`src/rtl/board_mem_arbiter_if.sv`:
```
// Requester-side and RAM-side signals of the board memory arbiter, grouped for port binding.
// Handshake: req_i[k] is a level ownership request; each cycle with req_i[k] & gnt_o[k] is one access,
// and rvalid_o[k] qualifies the broadcast rdata_o for a read requester k issued.
interface board_mem_arbiter_if #(
  parameter int N_REQ  = 4,
  parameter int ADDR_W = 7,
  parameter int DATA_W = 2
);
  logic [N_REQ-1:0]        req_i;
  logic [N_REQ*ADDR_W-1:0] addr_i;
  logic [N_REQ*DATA_W-1:0] wdata_i;
  logic [N_REQ-1:0]        wren_i;
  logic [N_REQ-1:0]        gnt_o;
  logic [N_REQ-1:0]        rvalid_o;
  logic [DATA_W-1:0]       rdata_o;
  logic [ADDR_W-1:0]       ram_addr;
  logic [DATA_W-1:0]       ram_data;
  logic                    ram_wren;
  logic [DATA_W-1:0]       ram_q;
  logic                    busy_o;
  logic                    timeout_o;

  modport slave (
    input  req_i, addr_i, wdata_i, wren_i, ram_q,
    output gnt_o, rvalid_o, rdata_o, ram_addr, ram_data, ram_wren, busy_o, timeout_o
  );

  // System side: requesters plus the RAM returning ram_q.
  modport master (
    output req_i, addr_i, wdata_i, wren_i, ram_q,
    input  gnt_o, rvalid_o, rdata_o, ram_addr, ram_data, ram_wren, busy_o, timeout_o
  );
endinterface

```
`src/rtl/board_mem_arbiter.sv`:
```
// Request/grant arbiter with burst ownership, tagged read returns and a drain phase for gameboardRAM.
// Optional feature macro: BMA_TIMEOUT_EN (bounded hold time with forced revoke).
module board_mem_arbiter #(
  parameter int N_REQ       = 4,
  parameter int ADDR_W      = 7,
  parameter int DATA_W      = 2,
  parameter int RD_LAT      = 1,
  parameter int TIMEOUT_CYC = 256
) (
  input  logic                clock,
  input  logic                reset,
  board_mem_arbiter_if.slave  bus,
  output logic [1:0]          dbg_state
);
  localparam int OWN_W = (N_REQ > 1) ? $clog2(N_REQ) : 1;
  localparam int DRN_W = $clog2(RD_LAT + 1);

  typedef enum logic [1:0] {IDLE = 2'd0, GRANT = 2'd1, DRAIN = 2'd2} state_t;

  state_t             state, state_n;
  logic [OWN_W-1:0]   owner, owner_n;
  logic [N_REQ-1:0]   gnt, gnt_n;
  logic [DRN_W-1:0]   drain_cnt, drain_n;
  logic [N_REQ-1:0]   req_eff;
  logic               hold_expired;
  logic               issue;
  logic [RD_LAT-1:0]  rd_v;
  logic [OWN_W-1:0]   rd_tag [RD_LAT];

  function automatic logic [OWN_W-1:0] pick(input logic [N_REQ-1:0] r);
    pick = '0;
    for (int k = N_REQ - 1; k >= 0; k--) begin
      if (r[k]) pick = OWN_W'(k);
    end
  endfunction

  function automatic logic [N_REQ-1:0] decode(input logic [OWN_W-1:0] o);
    decode = '0;
    decode[o] = 1'b1;
  endfunction

`ifdef BMA_TIMEOUT_EN
  localparam int HOLD_W = $clog2(TIMEOUT_CYC) + 1;
  logic [HOLD_W-1:0] hold_cnt;
  logic [N_REQ-1:0]  mask;
  logic              revoke;
  logic              timeout_q;

  assign hold_expired = (hold_cnt == HOLD_W'(TIMEOUT_CYC - 1));
  assign revoke       = (state == GRANT) && bus.req_i[owner] && hold_expired;

  // A revoked requester stays out of arbitration until it drops its request.
  always_ff @(posedge clock or negedge reset) begin
    if (!reset) begin
      hold_cnt  <= '0;
      mask      <= '0;
      timeout_q <= 1'b0;
    end else begin
      hold_cnt  <= (state == GRANT) ? hold_cnt + 1'b1 : '0;
      mask      <= (mask | (revoke ? decode(owner) : '0)) & bus.req_i;
      timeout_q <= revoke;
    end
  end

  assign req_eff       = bus.req_i & ~mask;
  assign bus.timeout_o = timeout_q;
`else
  assign hold_expired  = 1'b0;
  assign req_eff       = bus.req_i;
  assign bus.timeout_o = 1'b0;
`endif

  always_ff @(posedge clock or negedge reset) begin
    if (!reset) begin
      state     <= IDLE;
      owner     <= '0;
      gnt       <= '0;
      drain_cnt <= '0;
    end else begin
      state     <= state_n;
      owner     <= owner_n;
      gnt       <= gnt_n;
      drain_cnt <= drain_n;
    end
  end

  always_comb begin
    state_n = state;
    owner_n = owner;
    gnt_n   = gnt;
    drain_n = drain_cnt;
    case (state)
      IDLE: begin
        if (|req_eff) begin
          owner_n = pick(req_eff);
          gnt_n   = decode(pick(req_eff));
          state_n = GRANT;
        end
      end
      GRANT: begin
        if (!bus.req_i[owner] || hold_expired) begin
          gnt_n   = '0;
          drain_n = '0;
          state_n = DRAIN;
        end
      end
      DRAIN: begin
        // Arbitration happens only on the final drain cycle so owners never interleave.
        if (drain_cnt == DRN_W'(RD_LAT - 1)) begin
          if (|req_eff) begin
            owner_n = pick(req_eff);
            gnt_n   = decode(pick(req_eff));
            state_n = GRANT;
          end else begin
            state_n = IDLE;
          end
        end else begin
          drain_n = drain_cnt + 1'b1;
        end
      end
      default: begin
        gnt_n   = '0;
        state_n = IDLE;
      end
    endcase
  end

  assign issue        = (state == GRANT) && bus.req_i[owner] && gnt[owner];
  assign bus.ram_addr = issue ? bus.addr_i[owner*ADDR_W +: ADDR_W] : '0;
  assign bus.ram_data = issue ? bus.wdata_i[owner*DATA_W +: DATA_W] : '0;
  assign bus.ram_wren = issue && bus.wren_i[owner];

  always_ff @(posedge clock or negedge reset) begin
    if (!reset) begin
      rd_v <= '0;
      for (int i = 0; i < RD_LAT; i++) rd_tag[i] <= '0;
    end else begin
      rd_v[0]   <= issue && !bus.wren_i[owner];
      rd_tag[0] <= owner;
      for (int i = 1; i < RD_LAT; i++) begin
        rd_v[i]   <= rd_v[i-1];
        rd_tag[i] <= rd_tag[i-1];
      end
    end
  end

  assign bus.rvalid_o = rd_v[RD_LAT-1] ? decode(rd_tag[RD_LAT-1]) : '0;
  assign bus.rdata_o  = rd_v[RD_LAT-1] ? bus.ram_q : '0;
  assign bus.gnt_o    = gnt;
  assign bus.busy_o   = (state != IDLE);
  assign dbg_state    = state;
endmodule
```
`src/flat_wrapper.sv`:
```
// flat-port wrapper written by rule: the top's interface ports become plain ports
module board_mem_arbiter_flat 
#(
  parameter int N_REQ       = 4,
  parameter int ADDR_W      = 7,
  parameter int DATA_W      = 2,
  parameter int RD_LAT      = 1,
  parameter int TIMEOUT_CYC = 256
)
  (clock, reset, dbg_state, bus_req_i, bus_addr_i, bus_wdata_i, bus_wren_i, bus_ram_q, bus_gnt_o, bus_rvalid_o, bus_rdata_o, bus_ram_addr, bus_ram_data, bus_ram_wren, bus_busy_o, bus_timeout_o);
  board_mem_arbiter_if #(.N_REQ(N_REQ), .ADDR_W(ADDR_W), .DATA_W(DATA_W)) bus_i ();
  input  logic clock;
  input  logic reset;
  output logic [1:0] dbg_state;
  input wire logic [$bits(bus_i.req_i)-1:0] bus_req_i;
  input wire logic [$bits(bus_i.addr_i)-1:0] bus_addr_i;
  input wire logic [$bits(bus_i.wdata_i)-1:0] bus_wdata_i;
  input wire logic [$bits(bus_i.wren_i)-1:0] bus_wren_i;
  input wire logic [$bits(bus_i.ram_q)-1:0] bus_ram_q;
  output wire logic [$bits(bus_i.gnt_o)-1:0] bus_gnt_o;
  output wire logic [$bits(bus_i.rvalid_o)-1:0] bus_rvalid_o;
  output wire logic [$bits(bus_i.rdata_o)-1:0] bus_rdata_o;
  output wire logic [$bits(bus_i.ram_addr)-1:0] bus_ram_addr;
  output wire logic [$bits(bus_i.ram_data)-1:0] bus_ram_data;
  output wire logic [$bits(bus_i.ram_wren)-1:0] bus_ram_wren;
  output wire logic [$bits(bus_i.busy_o)-1:0] bus_busy_o;
  output wire logic [$bits(bus_i.timeout_o)-1:0] bus_timeout_o;
  assign bus_i.req_i = bus_req_i;
  assign bus_i.addr_i = bus_addr_i;
  assign bus_i.wdata_i = bus_wdata_i;
  assign bus_i.wren_i = bus_wren_i;
  assign bus_i.ram_q = bus_ram_q;
  assign bus_gnt_o = bus_i.gnt_o;
  assign bus_rvalid_o = bus_i.rvalid_o;
  assign bus_rdata_o = bus_i.rdata_o;
  assign bus_ram_addr = bus_i.ram_addr;
  assign bus_ram_data = bus_i.ram_data;
  assign bus_ram_wren = bus_i.ram_wren;
  assign bus_busy_o = bus_i.busy_o;
  assign bus_timeout_o = bus_i.timeout_o;
  board_mem_arbiter #(.N_REQ(N_REQ), .ADDR_W(ADDR_W), .DATA_W(DATA_W), .RD_LAT(RD_LAT), .TIMEOUT_CYC(TIMEOUT_CYC)) u_core (.clock(clock), .reset(reset), .bus(bus_i), .dbg_state(dbg_state));
endmodule
```
`config.mk`:
```
export PLATFORM = sky130hd
export DESIGN_NAME = board_mem_arbiter_flat
export DESIGN_NICKNAME = d
export VERILOG_FILES = /design/src/rtl/board_mem_arbiter_if.sv /design/src/rtl/board_mem_arbiter.sv /design/src/flat_wrapper.sv
export SDC_FILE = /design/constraint.sdc
export NUM_CORES = 1
export LEC_CHECK = 0
export ABC_AREA = 1
export BUFFER_PORTS_ARGS = -buffer_cell sky130_fd_sc_hd__buf_2
export CAP_MARGIN = 20
export CORE_MARGIN = 5
export CORE_UTILIZATION = 42
export DETAILED_ROUTE_END_ITERATION = 8
export PLACE_DENSITY = 0.89
export SKIP_LAST_GASP = 1
export SLEW_MARGIN = 20
export SYNTH_ARGS = -nofsm -noshare
export SYNTH_HDL_FRONTEND = slang
export SYNTH_SLANG_ARGS = --single-unit
```
`constraint.sdc`:
```
create_clock -name clock -period 1.9 [get_ports clock]
set_clock_uncertainty 0.1 [all_clocks]
set_input_delay 0.38 -clock clock [delete_from_list [all_inputs] [get_ports clock]]
set_output_delay 0.38 -clock clock [all_outputs]
set_load 0.01 [all_outputs]
```
==> results.toml, run 1 <==
[yosys]
syn_inst = 173
synth_seq_area_share_pct = 24.9
synth.net_count = 221
synthTopCellsByArea = "dfrtp_1 (25%), nor2_1 (12%), nor2_4 (10%)"
yosys.area.top_type_share_pct = 24.9
synth_cell_types = 22
synth_area_per_cell_sq_um = 6.38
syn_area_sq_um = 1100
synth_edf_count = 0
synth_area_leader_cell = "dfrtp_1"
synth_warnings = 0
synth_most_common_cell = "nor2_1"
yosys_most_used_dff = "dfrtp_1"
synthArstFlopShare_pct = 100
ys_top_cells_by_count = "nor2_1 (35), nand2_1 (28), inv_1 (25), o21ai_1 (15), o21ai_0 (14)"
yosys_register_bits = 11

[global_route]
grt_pass1_vias = 1263
grt_max_degree = 21
grt_overflow = 0
met2_usage_pct = 34.6
antenna_found_initial = 0
grt_busiest_layer = "met2"
track_usage_pct = 19.2
grt_use_met3_pct = 3.98
grtUsageMet1_pct = 22.4
grt_pass1_wl_microns = 5390

[place]
dp.cells = 271
post_dp_cell_area_sq_um = 1490
gp_congestion = 0.843
hpwl_microns = 2510
portBuffers = 70

[power_and_ir_drop]
clkPwrFrac_pct = 6.6
leakage_nw = 0.966
p_comb_share_pct = 76.0
ir_drop_uv = 789
internal_power_mw = 1.20
p_switching_mw = 1.18
seqPwrFrac_pct = 17.4
power_density_nw_per_um2 = 1360
power_switching_share_pct = 49.6

[clock_tree]
clk_pin_slew_worst_paths_ns = 0.07
insertion_delay_ns = 0.27
cts.path.max_buffers = 2
tritoncts = "done"
cts_buffers = 3
root_buffer = "clkbuf_4"
cts.sinks = 11
htree_levels = 1

[setup_path]
ff2ff_setup_slack_ns = 0.38
worst_setup_path_end_kind = "output port"
r2r_end = "u_core.rd_v"
crit_chain = "buf_12, nand2_2, nand3_2, and2_4, nand3_4, buf_12, nor2_4, buf_6"
cp_max_fo = 6
crit_slowest_cell = "dfrtp_2"
path_delay_family = "simple AND/OR/NAND/NOR gates"
crit_path_start = "u_core.owner[0]"
path_buf_inv = 3
crit_type = "flop to output port"
worstRegToRegCells = 8
cp.arrival_ns = 1.62
critPathLaunchType = "flop"
slowest_delay_ns = 0.44
cp_common_cell = "buf_12"
r2r_start = "u_core.owner[0]"
crit_required_ns = 1.42

[min_path]
hold_depth = 3
hp-class = "primary input to flop"
min_from = "bus_req_i[1]"
min_to = "u_core.bus.gnt_o[1]"

[final_layout]
drive_gt1_share_pct = 47.0
antenna_cells = 0
areaGrowthSynthToFinish_pct = 59.3
final_nets = 302
instances_no_fill = 283
fin_area_sq_um = 1760

[detailed_routing]
drt-total-wl_microns = 4010
vias_per_cell = 4.93
drc = 0
drtIter0Drc = 107
vias = 1395
wl_per_cell_microns = 14.2
drtPass1Iterations = 4
ant_nets = 0

[timing]
hold_violations = 0
maxSlewViolCount = 0
setup_ws_ns = -0.203
period_needed_ns = 2.10
rsz0062_at_grt = "yes"
fin_crit_sh_pct = 111
max_freq_mhz = 475
setup_violations = 10

[flow_run]
maxCapViolCount = 0

[die]
rows = 18
die_width_microns = 61.3
die_y_microns = 61.3
die-area_sq_um = 3750
core_area_sq_um = 2500
initial_core_util_pct = 44.1
io_pins = 72

[run_status]
violations = "setup timing"
status = "finished with violations"
per-layer routing:
layer / wire [microns] / up-vias
met2: 2150 / 56
met5: 0 / -
li1: - / 698
met1: 1460 / 629
met4: 122 / 0
met3: 277 / 12
cells by family (layout without fill, tap and decap cells):
kind of cell	after synthesis	in the layout	share of synthesized area (%)
AO/OA/AOI/OAI	31	31	14.7
buffers and inverters	35	115	15.4
flip-flops	11	11	24.9
other	1	1	0.340
AND/OR/NAND/NOR	95	95	44.6
per-stage QoR:
stage	total power, mW	setup WS, ns	hold WS (ns)	utilization [%]	setup TNS (ns)
after floorplan	1.42	0.265	-0.0156	-	0
after global placement	1.72	0.117	0.155	59.7	0
after detailed placement	1.75	0.0869	0.160	59.7	0
after CTS	2.19	-0.188	0.311	67.3	-1.68
after global routing	2.58	-0.280	0.356	70.3	-2.66
final	2.39	-0.203	0.332	70.3	-1.89
layout make-up:
cell class / instances / area, sq um
clock buffer: 4 / 26.3
fill: 189 / 742
inverter: 27 / 106
multi-input combinational: 127 / 716
sequential: 11 / 278
tap: 30 / 37.5
timing repair buffer: 84 / 594
worst max-delay path by stage:
| stage | to | slack (ns) | cells past startpoint |
|---|---|---|---|
| 2_1_floorplan | bus_ram_addr[0] | 0.26 | 7 |
| 4_1_cts | bus_ram_addr[4] | -0.19 | 8 |
| 5_1_grt | bus_ram_addr[1] | -0.28 | 8 |
| 3_3_place_gp | bus_ram_wren | 0.12 | 8 |
| 6_report | bus_ram_addr[5] | -0.20 | 8 |
| 3_5_place_dp | bus_ram_addr[4] | 0.09 | 8 |
cell usage in the layout, fill, tap and decap left out, drive strengths merged, types with 4 or more instances in the layout:
master / synthesis / layout
buf: 8 / 83
nand2: 32 / 32
dfrtp: 11 / 11
nand3: 11 / 11
inv: 27 / 26
nor3: 5 / 5
o21ai: 29 / 29
nor2: 45 / 45
clkbuf: 0 / 4
state kept, by name, indices dropped and copies added, names as in the netlist:
name / flops
u_core.rd_tag: 2
u_core.rd_v: 1
u_core.dbg_state: 2
u_core.owner: 2
u_core.bus.gnt_o: 4
tightest hold or removal path, delay by kind of cell:
| family | cells | cell delay [ns] |
|---|---|---|
| and+or+nand+nor | 2 | 0.14 |
| buffers and inverters | 1 | 0.14 |
power groups by stage:
stage               Combinational (mW)  Sequential, mW  Clock [mW]
global placement                  1.33           0.396           0
CTS                               1.62           0.411       0.162
finish                            1.82           0.415       0.158
floorplan                         1.01           0.406           0
detailed placement                1.35           0.399           0
global route                      1.98           0.430       0.175
repair_timing:
| item | CTS | global route |
|---|---|---|
| pin swaps | 7 | 11 |
| hold buffers | 1 | 0 |
| gates cloned | 2 | 0 |
| gates resized for setup | 15 | 23 |
| endpoints found under the hold margin | 11 | 0 |
| buffers inserted | 3 | 2 |
| endpoints found under the setup margin | 10 | 10 |
Power figures use the tool's default switching activity.
==> inputs of run 2 (changes only) <==
==> constraint.sdc (replaced) <==
create_clock -name clock -period 1.9 [get_ports clock]
set_clock_uncertainty 0.1 [all_clocks]
set_input_delay 0 -clock clock [delete_from_list [all_inputs] [get_ports clock]]
set_output_delay 0 -clock clock [all_outputs]
set_load 0.01 [all_outputs]
==> run 2 against run 1 <==
  * Count of clock-buffer cells in the layout did not move
  * Critical path depth unchanged
  * The run now ends clean
  * Largest cell class unchanged
  * Clock power shrank 4%
  * Critical path type unchanged
==> results.toml, run 2 (synthesis results as in run 1) <==
[power_and_ir_drop]
leakage_nw = 0.893
power_density_nw_per_um2 = 1230
ir_drop_uv = 773

[timing]
rsz0062_at_grt = "no"
setup_violations = 0
max_freq_mhz = 570
setup_ws_ns = 0.145
whs_ns = 0.000405
fin_crit_sh_pct = 92.4
setup_tns_ns = 0
period_needed_ns = 1.76
hold_violations = 0
maxSlewViolCount = 0

[detailed_routing]
drtIter0Drc = 43
vias_per_cell = 4.76
drtPass1Iterations = 4
drt-total-wl_microns = 3100
vias = 1327
ant_nets = 0
wl_per_cell_microns = 11.1
drc = 0

[clock_tree]
htree_levels = 1
root_buffer = "clkbuf_4"
cts.sinks = 11
cts_buffers = 3
tritoncts = "done"
cts.path.max_buffers = 2
clk_pin_slew_worst_paths_ns = 0.06
insertion_delay_ns = 0.26

[final_layout]
largest_reg_flops = 4
fill_cells = 233
final_nets = 298
drive_gt1_share_pct = 40.6
areaGrowthSynthToFinish_pct = 40.4
antenna_cells = 0
layout_commonest_cell = "buf_2"
fin_area_sq_um = 1550
instances_no_fill = 279
final_cell_mix = "buf_2 (70), nor2_1 (35), nand2_1 (28), inv_1 (25), o21ai_1 (15)"

[setup_path]
ff2ff_setup_slack_ns = 0.33
endpoint = "bus_ram_addr[4]"
cp_max_fo = 11
worstRegToRegCells = 8
worst_setup_path_end_kind = "output port"
cp.arrival_ns = 1.66
r2r_end = "u_core.rd_v"
crit_type = "flop to output port"
crit_required_ns = 1.80
critPathLaunchType = "flop"
crit_path_start = "u_core.owner[0]"
r2r_start = "u_core.owner[0]"

[global_route]
grt_overflow = 0
grt_pass1_vias = 1124
antenna_found_initial = 0
track_usage_pct = 16.4
grt_max_degree = 17
grt_pass1_wl_microns = 4620

[place]
dp.cells = 269
hpwl_microns = 2590
post_dp_cell_area_sq_um = 1450
portBuffers = 70
gp_congestion = 0.814
place_ws_ns = 0.336

[run_status]
status = "finished clean"

[die]
rows = 18
core_area_sq_um = 2500
die_y_microns = 61.3
die_width_microns = 61.3
die-area_sq_um = 3750
io_pins = 72
initial_core_util_pct = 44.1

[flow_run]
maxCapViolCount = 0

[min_path]
hp-class = "primary input to flop"
run 2: changes by cell type in the layout (fill, tap and decap cells not counted), moves of 3 or more:
| cell | previous run | this run |
|---|---|---|
| dlygate4sd3_1 | 1 | 4 |
| nand2_4 | 3 | 0 |
| buf_2 | 61 | 70 |
| o21ai_0 | 10 | 14 |
| o21ai_1 | 19 | 15 |
| buf_6 | 11 | 0 |
| nor2_4 | 13 | 10 |
| nor2_1 | 30 | 35 |
run 2: final cells by class:
| cell class | instances | area (sq um) | area share, % |
|---|---|---|---|
| Timing Repair Buffer | 80 | 448 | 28.9 |
| Sequential cell | 11 | 275 | 17.8 |
| Tap cell | 30 | 37.5 | 2.42 |
| Clock buffer | 4 | 26.3 | 1.70 |
| Multi-Input combinational cell | 127 | 658 | 42.5 |
| Inverter | 27 | 104 | 6.70 |
run 2: routing by layer:
layer	up-vias	wire, microns	global-route usage [%]
li1	688	-	-
met1	587	1140	18.8
met2	46	1630	29.0
met3	6	268	3.98
met4	0	59	6.50
met5	-	0	0
run 2: how the worst min path moves through the flow:
stage / depth (start not counted) / from / endpoint
2_1_floorplan: 0 / reset / u_core.bus.gnt_o[0]
3_3_place_gp: 1 / reset / u_core.bus.gnt_o[3]
3_5_place_dp: 1 / reset / u_core.bus.gnt_o[2]
4_1_cts: 4 / bus_wren_i[3] / u_core.rd_v
5_1_grt: 4 / bus_wren_i[3] / u_core.rd_v
6_report: 4 / bus_wren_i[3] / u_core.rd_v
run 2: report_power, final:
group,total (mW),switching (mW),internal [mW]
registers,0.402,0.0868,0.315
clock network,0.151,0.0702,0.0812
logic,1.35,0.831,0.515
run 2: what timing repair did:
| action | in CTS | in global routing |
|---|---|---|
| gates resized for setup | 0 | 1 |
| setup endpoints to repair | 0 | 10 |
| endpoints found under the hold margin | 14 | 0 |
| buffers inserted | 0 | 2 |
| hold buffers | 4 | 0 |
run 2: critical path, cell delays in order, from the launching register on:
cell	delay [ns]
dfrtp_1	0.41
buf_4	0.20
nand2_1	0.09
nand3_2	0.08
and2_4	0.16
nand3_4	0.06
buf_12	0.17
nor2_1	0.08
buf_2	0.13
run 2: metrics by stage:
step	utilization, %	total power [mW]
CTS	60.8	1.87
floorplan	-	1.42
global placement	58.1	1.66
global route	62.0	2.09
finish	62.0	1.90
detailed placement	58.1	1.69
